[config.mk]
export PLATFORM = sky130hd
export DESIGN_NAME = alu_share_arbiter_flat
export DESIGN_NICKNAME = d
export VERILOG_FILES = /design/src/rtl/alu_share_arbiter_if.sv /design/src/rtl/alu_share_arbiter.sv /design/src/flat_wrapper.sv
export SDC_FILE = /design/constraint.sdc
export NUM_CORES = 1
export LEC_CHECK = 0
export ABC_AREA = 1
export CAP_MARGIN = 0
export CORE_AREA = 2 2 184 186
export CTS_BUF_LIST = sky130_fd_sc_hd__clkbuf_16
export CTS_CLUSTER_DIAMETER = 80
export DETAILED_ROUTE_END_ITERATION = 8
export DIE_AREA = 0 0 186 188
export PLACE_DENSITY = 0.55
export SETUP_SLACK_MARGIN = 0.5
export SLEW_MARGIN = 20
export SYNTH_ARGS = -nofsm -noshare
export SYNTH_HDL_FRONTEND = slang
export SYNTH_SLANG_ARGS = --single-unit
export TNS_END_PERCENT = 10
[constraint.sdc]
create_clock -name clock -period 4.49 [get_ports clock]
set_input_delay 0.6735 -clock clock [delete_from_list [all_inputs] [get_ports clock]]
set_output_delay 0.6735 -clock clock [all_outputs]
set_load 0.02 [all_outputs]
[src/rtl/alu_share_arbiter_if.sv]
// Requester-side bundle for alu_share_arbiter: request handshake, packed operands and
// the one-hot response strobe.
interface alu_share_arbiter_if #(
  parameter int unsigned REQUESTERS   = 4,
  parameter int unsigned OPCODE_WIDTH = 3,
  parameter int unsigned WORD_WIDTH   = 36
);
  logic [REQUESTERS-1:0]              req_valid;
  logic [REQUESTERS-1:0]              req_ready;
  logic [REQUESTERS*OPCODE_WIDTH-1:0] req_op;
  logic [REQUESTERS*WORD_WIDTH-1:0]   req_a;
  logic [REQUESTERS*WORD_WIDTH-1:0]   req_b;
  logic [REQUESTERS-1:0]              req_lock;
  logic [REQUESTERS-1:0]              rsp_valid;
  logic [WORD_WIDTH-1:0]              rsp_data;

  modport master (
    output req_valid, req_op, req_a, req_b, req_lock,
    input  req_ready, rsp_valid, rsp_data
  );

  modport slave (
    input  req_valid, req_op, req_a, req_b, req_lock,
    output req_ready, rsp_valid, rsp_data
  );
endinterface

[src/rtl/alu_share_arbiter.sv]
// Round-robin arbiter sharing one pipelined ALU among REQUESTERS requesters, with an
// owner-tag pipeline steering results back. Optional grant hold: define ALU_ARB_LOCK_EN.
module alu_share_arbiter #(
  parameter int unsigned REQUESTERS   = 4,
  parameter int unsigned OPCODE_WIDTH = 3,
  parameter int unsigned WORD_WIDTH   = 36,
  parameter int unsigned ALU_LATENCY  = 1
) (
  input  logic                    clock,
  input  logic                    reset_n,
  alu_share_arbiter_if.slave      req,
  output logic [OPCODE_WIDTH-1:0] alu_op,
  output logic [WORD_WIDTH-1:0]   alu_a,
  output logic [WORD_WIDTH-1:0]   alu_b,
  input  logic [WORD_WIDTH-1:0]   alu_result,
  output logic                    busy
);
  localparam int unsigned IdxW = (REQUESTERS > 1) ? $clog2(REQUESTERS) : 1;

  logic [IdxW-1:0]       last_grant_q;
  logic [IdxW-1:0]       grant_idx;
  logic [IdxW-1:0]       cand;
  logic                  found;
  logic [REQUESTERS-1:0] grant;
  logic                  issue_valid_q;
  logic [REQUESTERS-1:0] issue_tag_q;
  logic [REQUESTERS-1:0] tag_q [ALU_LATENCY];

  logic [OPCODE_WIDTH-1:0] sel_op;
  logic [WORD_WIDTH-1:0]   sel_a;
  logic [WORD_WIDTH-1:0]   sel_b;

`ifdef ALU_ARB_LOCK_EN
  logic lock_q;
`else
  logic unused_lock;
  assign unused_lock = ^req.req_lock;
`endif

  // Search upward from the requester after last_grant, wrapping, so the last winner
  // is considered last.
  always_comb begin
    grant     = '0;
    grant_idx = last_grant_q;
    cand      = '0;
    found     = 1'b0;
    for (int unsigned k = 1; k <= REQUESTERS; k++) begin
      cand = IdxW'((32'(last_grant_q) + k) % REQUESTERS);
      if (!found && req.req_valid[cand]) begin
        found     = 1'b1;
        grant_idx = cand;
      end
    end
`ifdef ALU_ARB_LOCK_EN
    if (lock_q && req.req_valid[last_grant_q] && req.req_lock[last_grant_q]) begin
      found     = 1'b1;
      grant_idx = last_grant_q;
    end
`endif
    if (!reset_n) begin
      found = 1'b0;
    end
    if (found) begin
      grant[grant_idx] = 1'b1;
    end
  end

  assign sel_op = req.req_op[grant_idx*OPCODE_WIDTH +: OPCODE_WIDTH];
  assign sel_a  = req.req_a[grant_idx*WORD_WIDTH +: WORD_WIDTH];
  assign sel_b  = req.req_b[grant_idx*WORD_WIDTH +: WORD_WIDTH];

  always_ff @(posedge clock or negedge reset_n) begin
    if (!reset_n) begin
      last_grant_q  <= IdxW'(REQUESTERS - 1);
      issue_valid_q <= 1'b0;
      issue_tag_q   <= '0;
      alu_op        <= '0;
      alu_a         <= '0;
      alu_b         <= '0;
      for (int unsigned i = 0; i < ALU_LATENCY; i++) begin
        tag_q[i] <= '0;
      end
`ifdef ALU_ARB_LOCK_EN
      lock_q <= 1'b0;
`endif
    end else begin
      issue_valid_q <= found;
      issue_tag_q   <= grant;
      // Idle cycles feed zeros so the ALU sees a harmless XOR of zeros.
      alu_op <= found ? sel_op : '0;
      alu_a  <= found ? sel_a : '0;
      alu_b  <= found ? sel_b : '0;
      if (found) begin
        last_grant_q <= grant_idx;
      end
      tag_q[0] <= issue_tag_q;
      for (int unsigned i = 1; i < ALU_LATENCY; i++) begin
        tag_q[i] <= tag_q[i-1];
      end
`ifdef ALU_ARB_LOCK_EN
      lock_q <= found && req.req_lock[grant_idx];
`endif
    end
  end

  always_comb begin
    busy = issue_valid_q;
    for (int unsigned i = 0; i < ALU_LATENCY; i++) begin
      busy = busy | (|tag_q[i]);
    end
  end

  assign req.req_ready = grant;
  assign req.rsp_valid = tag_q[ALU_LATENCY-1];
  assign req.rsp_data  = alu_result;
endmodule
[src/flat_wrapper.sv]
// flat-port wrapper written by rule: the top's interface ports become plain ports
module alu_share_arbiter_flat 
#(
  parameter int unsigned REQUESTERS   = 4,
  parameter int unsigned OPCODE_WIDTH = 3,
  parameter int unsigned WORD_WIDTH   = 36,
  parameter int unsigned ALU_LATENCY  = 1
)
  (clock, reset_n, alu_op, alu_a, alu_b, alu_result, busy, req_req_valid, req_req_op, req_req_a, req_req_b, req_req_lock, req_req_ready, req_rsp_valid, req_rsp_data);
  alu_share_arbiter_if #(.REQUESTERS(REQUESTERS), .OPCODE_WIDTH(OPCODE_WIDTH), .WORD_WIDTH(WORD_WIDTH)) req_i ();
  input  logic clock;
  input  logic reset_n;
  output logic [OPCODE_WIDTH-1:0] alu_op;
  output logic [WORD_WIDTH-1:0] alu_a;
  output logic [WORD_WIDTH-1:0] alu_b;
  input  logic [WORD_WIDTH-1:0] alu_result;
  output logic busy;
  input wire logic [$bits(req_i.req_valid)-1:0] req_req_valid;
  input wire logic [$bits(req_i.req_op)-1:0] req_req_op;
  input wire logic [$bits(req_i.req_a)-1:0] req_req_a;
  input wire logic [$bits(req_i.req_b)-1:0] req_req_b;
  input wire logic [$bits(req_i.req_lock)-1:0] req_req_lock;
  output wire logic [$bits(req_i.req_ready)-1:0] req_req_ready;
  output wire logic [$bits(req_i.rsp_valid)-1:0] req_rsp_valid;
  output wire logic [$bits(req_i.rsp_data)-1:0] req_rsp_data;
  assign req_i.req_valid = req_req_valid;
  assign req_i.req_op = req_req_op;
  assign req_i.req_a = req_req_a;
  assign req_i.req_b = req_req_b;
  assign req_i.req_lock = req_req_lock;
  assign req_req_ready = req_i.req_ready;
  assign req_rsp_valid = req_i.rsp_valid;
  assign req_rsp_data = req_i.rsp_data;
  alu_share_arbiter #(.REQUESTERS(REQUESTERS), .OPCODE_WIDTH(OPCODE_WIDTH), .WORD_WIDTH(WORD_WIDTH), .ALU_LATENCY(ALU_LATENCY)) u_core (.clock(clock), .reset_n(reset_n), .req(req_i), .alu_op(alu_op), .alu_a(alu_a), .alu_b(alu_b), .alu_result(alu_result), .busy(busy));
endmodule
Word level (Yosys, flattened, before mapping)
Cells that the tools add are included.
{ "op_classes": {"add_sub_neg": 4, "mul": 2, "order_cmp": 6, "shift": 3, "n_mux": 23, "bitwise_logic": 1, "reduce_logical": 8} }
{ "ops": {"columns": ["op", "count"], "rows": [
  ["144-bit by 9-bit indexed part select with 36-bit output", 2],
  ["36-bit 2-to-1 mux", 2],
  ["2-bit by 3-bit less-than comparator with 1-bit output (second input constant)", 5],
  ["12-bit by 5-bit indexed part select with 3-bit output", 1],
  ["1-bit 2-to-1 mux", 10],
  ["1-bit binary-select mux with 2-bit select", 4],
  ["2-bit 2-to-1 mux", 4],
  ["2-bit by 4-bit multiplier with 6-bit output (second input constant)", 1],
  ["2-bit by 1-bit adder with 2-bit output (second input constant)", 2],
  ["2-bit adder (second input constant)", 2],
  ["1-bit logical AND", 4],
  ["2-bit by 2-bit multiplier with 4-bit output (second input constant)", 1],
  ["4-bit 2-to-1 mux", 1],
  ["4-bit OR reduction", 1],
  ["1-bit zero test", 3],
  ["3-bit 2-to-1 mux", 1],
  ["1-bit demux with 2-bit select", 1],
  ["2-bit by 1-bit greater-or-equal comparator with 1-bit output (second input constant)", 1],
  ["1-bit bitwise OR", 1]
]} }
{ "word_totals": {"regBits": 86, "inputBits": 346, "output_inout_bits": 120, "wordCells": 54} }

Longest topological paths before layout
{ "logic_depth": {"word_depth": 18, "mapped_depth": 15, "ltp_nobuf": 14} }

Worst setup path before layout
OpenSTA, ideal clock, no wires.
{ "synth_path": {"path_type": "input-to-output", "from": "in req_req_valid[0]", "to": "out req_req_ready[1]", "arrival_time_ps": 2112, "t_required_ps": 3817, "slack_ps": 1704, "path_stages": 11, "path_buffers": 2, "cell_sequence": "nand2_1 -> nand2_2 -> nand2_1 -> nand2_1 -> nand2_2 -> nand2_2 -> nand2_2 -> nand2_1 -> buf_6 -> buf_4 -> nor3_1"} }
{ "synth_between": {"elab_chain_cells": 17, "elab_cells_between_ends": 29, "classes_between": "order compare: 2; mux: 20; reduce/logical: 7"} }
{ "synth_rtl": {"columns": ["element", "line_no", "rtl"], "rows": [
  ["start, declared", "flat_wrapper.sv:18", "input wire logic [$bits(req_i.req_valid)-1:0] req_req_valid;"],
  ["1-bit binary-select mux with 2-bit select", "alu_share_arbiter.sv:49", "if (!found && req.req_valid[cand]) begin"],
  ["1-bit 2-to-1 mux (implied by the code)", "alu_share_arbiter.sv:49", null],
  ["1-bit 2-to-1 mux", "alu_share_arbiter.sv:49", null],
  ["1-bit zero test", "alu_share_arbiter.sv:49", null],
  ["1-bit logical AND", "alu_share_arbiter.sv:49", null],
  ["1-bit 2-to-1 mux", "alu_share_arbiter.sv:49", null],
  ["1-bit zero test", "alu_share_arbiter.sv:49", null],
  ["1-bit logical AND", "alu_share_arbiter.sv:49", null],
  ["1-bit 2-to-1 mux", "alu_share_arbiter.sv:49", null],
  ["1-bit zero test", "alu_share_arbiter.sv:49", null],
  ["1-bit logical AND", "alu_share_arbiter.sv:49", null],
  ["2-bit 2-to-1 mux", "alu_share_arbiter.sv:49", null],
  ["2-bit by 3-bit less-than comparator with 1-bit output (implied by the code) or 2-bit by 1-bit greater-or-equal comparator with 1-bit output (tied branches)", "alu_share_arbiter.sv:64", "grant[grant_idx] = 1'b1;"],
  ["1-bit logical AND (implied by the code)", "alu_share_arbiter.sv:64", null],
  ["1-bit 2-to-1 mux (implied by the code)", "alu_share_arbiter.sv:64", null],
  ["1-bit demux with 2-bit select", null, null],
  ["4-bit 2-to-1 mux (*)", "alu_share_arbiter.sv:63", "if (found) begin"],
  ["end, declared", "flat_wrapper.sv:23", "output wire logic [$bits(req_i.req_ready)-1:0] req_req_ready;"]
]} }
Every way passes the cells marked *; elsewhere a longest branch is shown, timed or not. The select of a mux whose other input is x is not followed.

Worst setup path in the final report
{ "layout_path": {"from": "in req_req_valid[0]", "to": "out req_req_ready[2]"} }
The elaborated chain is that of the path after synthesis.

==> flow_metrics.py <==
metrics = {
    "floorplanning": {
        "core_area_mm2": 0.0331,
        "die_h_um": 188,
        "start_util": 0.172,
        "dieWidth_um": 186,
        "num_io_pins": 466,
        "die-area_mm2": 0.0350,
        "num_rows": 67,
    },
    "cts": {
        "cts_sinks": 86,
        "post_cts_buffers": 0,
        "cts.htree.levels": 3,
        "cts_buffer_depth": 2,
        "cts_buffers": 9,
        "ctsRootBufferMaster": "clkbuf_16",
        "clkLatencyLatePin_ns": 0.35,
        "cts_resized": 0,
        "cts_tree": "yes",
        "hold_buffers": 0,
        "path_clk_slew_ns": 0.07,
    },
    "setup_path": {
        "r2r_end": "u_core.alu_b[28]$_DFF_PN0_",
        "worst_ep_required_time_ns": 3.82,
        "r2r_cells": 13,
        "cp-start-kind": "input pin",
        "rrSetupSlack_ns": 1.19,
        "crit_fanout": 23,
        "critPathArrivalTime_ns": 2.97,
        "critPathLaunch": "req_req_valid[0]",
        "path_class": "in2out",
        "worst_setup_path_end_kind": "output pin",
        "r2r_start": "u_core.last_grant_q[0]$_DFFE_PN1P_",
    },
    "hold_path": {
        "hold_class": "in2async",
    },
    "detailed_routing": {
        "drt_iter0_markers": 283,
        "dr.pass1.iters": 4,
        "totalWireLength_mm": 26.6,
        "wl_per_cell_um": 15.7,
        "drcViolationCount": 0,
        "num_vias": 6742,
        "vias_per_cell": 3.98,
        "ant_nets": 0,
    },
    "placed_design": {
        "gp_congestion": 0.845,
        "dp_hpwl_mm": 20.4,
        "place_ws_ns": 0.774,
        "port_buffers": 389,
        "place_inst": 1677,
    },
    "synthesis": {
        "syn-mean-instance-area_um2": 6.23,
        "syn_nets": 1263,
        "synth_top_cell_by_area": "nand2_1",
        "yosysWarnings": 0,
        "synth_cell_types": 22,
        "syn_inst": 917,
        "synth_top_area_share": 0.382,
        "ys_seq_area_frac": 0.377,
        "synth_area_leaders": "nand2_1 (38%), dfrtp_1 (37%), nand3_1 (6.7%)",
        "synth_area_mm2": 0.00571,
        "synth-seq-cells": 86,
    },
    "sta": {
        "finalHoldViolCount": 0,
        "timing.final.crit_share": 0.812,
        "worst_slack_ns": 0.844,
        "max_freq_mhz": 274,
        "finalClockSkew_ns": 0.0106,
        "fin_crit_ns": 3.65,
        "rsz0062_at_grt": "false",
        "hold_ws_ns": 0.216,
        "setup_tns_ns": 0,
        "slew-limit-headroom": 0.476,
        "setup_violations": 0,
        "worstMarginPinSlew_ns": 0.785,
        "report.final.slew_viol_count": 0,
    },
    "power_and_ir_drop": {
        "power_leakage_nw": 4.87,
        "powerDensity_mw_per_mm2": 732,
        "ir_drop_mv": 0.437,
    },
    "grt": {
        "grt_overflow": 0,
        "grt_pass1_wl_mm": 37.6,
        "antenna_found_initial": 1,
        "grt_max_degree": 67,
        "grt_usage": 0.145,
        "grt_pass1_vias": 6531,
    },
    "layout": {
        "fillers": 3632,
        "drive_gt1_frac": 0.0386,
        "syn_to_final_growth_pct": 75.4,
        "nets": 1586,
        "n_antenna_cell": 0,
        "final-instance-count-excl-fill": 1693,
    },
    "flow_run": {
        "maxCapViolCount": 0,
    },
    "status": {
        "outcome": "complete, no violations",
    },
}
-- state kept, by name, indices dropped and copies added (netlist names) --
register / flops
u_core.alu_op: 3
u_core.last_grant_q: 2
u_core.issue_tag_q: 4
u_core.alu_a: 36
u_core.alu_b: 36
u_core.issue_valid_q: 1
u_core.req.rsp_valid: 4
-- how the worst max path moves through the flow --
stage                                 endpoint  cells after the start  slack (ns)
global route                  req_req_ready[2]                     12        0.61
detailed placement  u_core.alu_b[28]$_DFF_PN0_                     12        0.77
floorplan                     req_req_ready[1]                     11        1.70
finish                        req_req_ready[2]                     12        0.84
global placement    u_core.alu_b[28]$_DFF_PN0_                     12        0.83
CTS                           req_req_ready[2]                     12        0.81
-- cell usage in the layout (no fill, tap or decap), types with 3 or more instances in the layout --
cell and instances:
buf_4 12, bufinv_16 3, clkbuf_16 9, clkdlybuf4s50_1 388, clkinvlp_4 3, dfrtp_1 84
inv_2 4, nand2_1 580, nand2_2 6, nand3_1 77, nor2_1 56
-- kinds of logic (layout without fill, tap and decap cells) --
| group | Yosys count | in the layout | share of synthesized area |
|---|---|---|---|
| and+or+nand+nor | 728 | 728 | 0.502 |
| DFF | 86 | 86 | 0.377 |
| buffers and inverters | 96 | 424 | 0.114 |
| AOI/OAI and AO/OA | 7 | 7 | 0.00679 |
-- synthesized netlist by cell type --
| library cell | n |
|---|---|
| o21ai_1 | 1 |
| o21a_1 | 1 |
| buf_1 | 2 |
| nand2_2 | 7 |
| nor2_1 | 56 |
| dfrtp_1 | 84 |
| buf_4 | 47 |
| buf_2 | 30 |
| nand3_1 | 77 |
| a21oi_1 | 2 |
| dfstp_2 | 2 |
| inv_1 | 2 |
| nor3_1 | 2 |
| a31oi_1 | 1 |
| nor2_2 | 2 |
| nand4_1 | 1 |
| clkbuf_1 | 1 |
| nand3_2 | 2 |
| inv_2 | 4 |
| nand2_1 | 581 |
| buf_6 | 10 |
| o21ai_0 | 2 |
-- final cells by class --
class                      count  area (um2)  share of cell area
timing repair buffer         402        4010               0.400
multi-input combinational    735        2930               0.292
sequential                    86        2150               0.215
tap                          448         561              0.0559
clock buffer                   9         225              0.0225
clock inverter                 7         121              0.0121
inverter                       6        22.5             0.00225
-- worst max-delay path, cell delays in order --
cell	delay [ns]
clkdlybuf4s50_1	0.50
nand2_1	0.08
nand2_2	0.11
nand2_1	0.06
nand2_1	0.10
nand2_2	0.10
nand2_2	0.09
nand2_2	0.07
nand2_4	0.25
nand2_1	0.14
nor2_1	0.14
clkdlybuf4s50_1	0.64
-- stage by stage --
stage,cell area [um2],utilization,total power [W]
CTS,10000,0.302,0.00749
finish,10000,0.303,0.00733
global placement,9670,0.292,0.00651
floorplan,5710,-,0.00497
detailed placement,9670,0.292,0.00654
global route,10000,0.303,0.00812
-- layer usage --
layer | GRT usage | vias to the layer above | wire, um
met5 | 0 | - | 13
met4 | 0.0618 | 2 | 889
met3 | 0.0487 | 38 | 2460
met2 | 0.266 | 331 | 13300
met1 | 0.148 | 2969 | 9860
li1 | - | 3402 | -
-- power by group --
part / leakage, nW / switching (W) / total (W) / internal, W
sequential: 1.13 / 0.0000924 / 0.00116 / 0.00107
clock: 0.158 / 0.000354 / 0.000901 / 0.000547
combinational: 3.59 / 0.00346 / 0.00527 / 0.00181
total: 4.87 / 0.00391 / 0.00733 / 0.00343
Power figures use the tool's default switching activity.
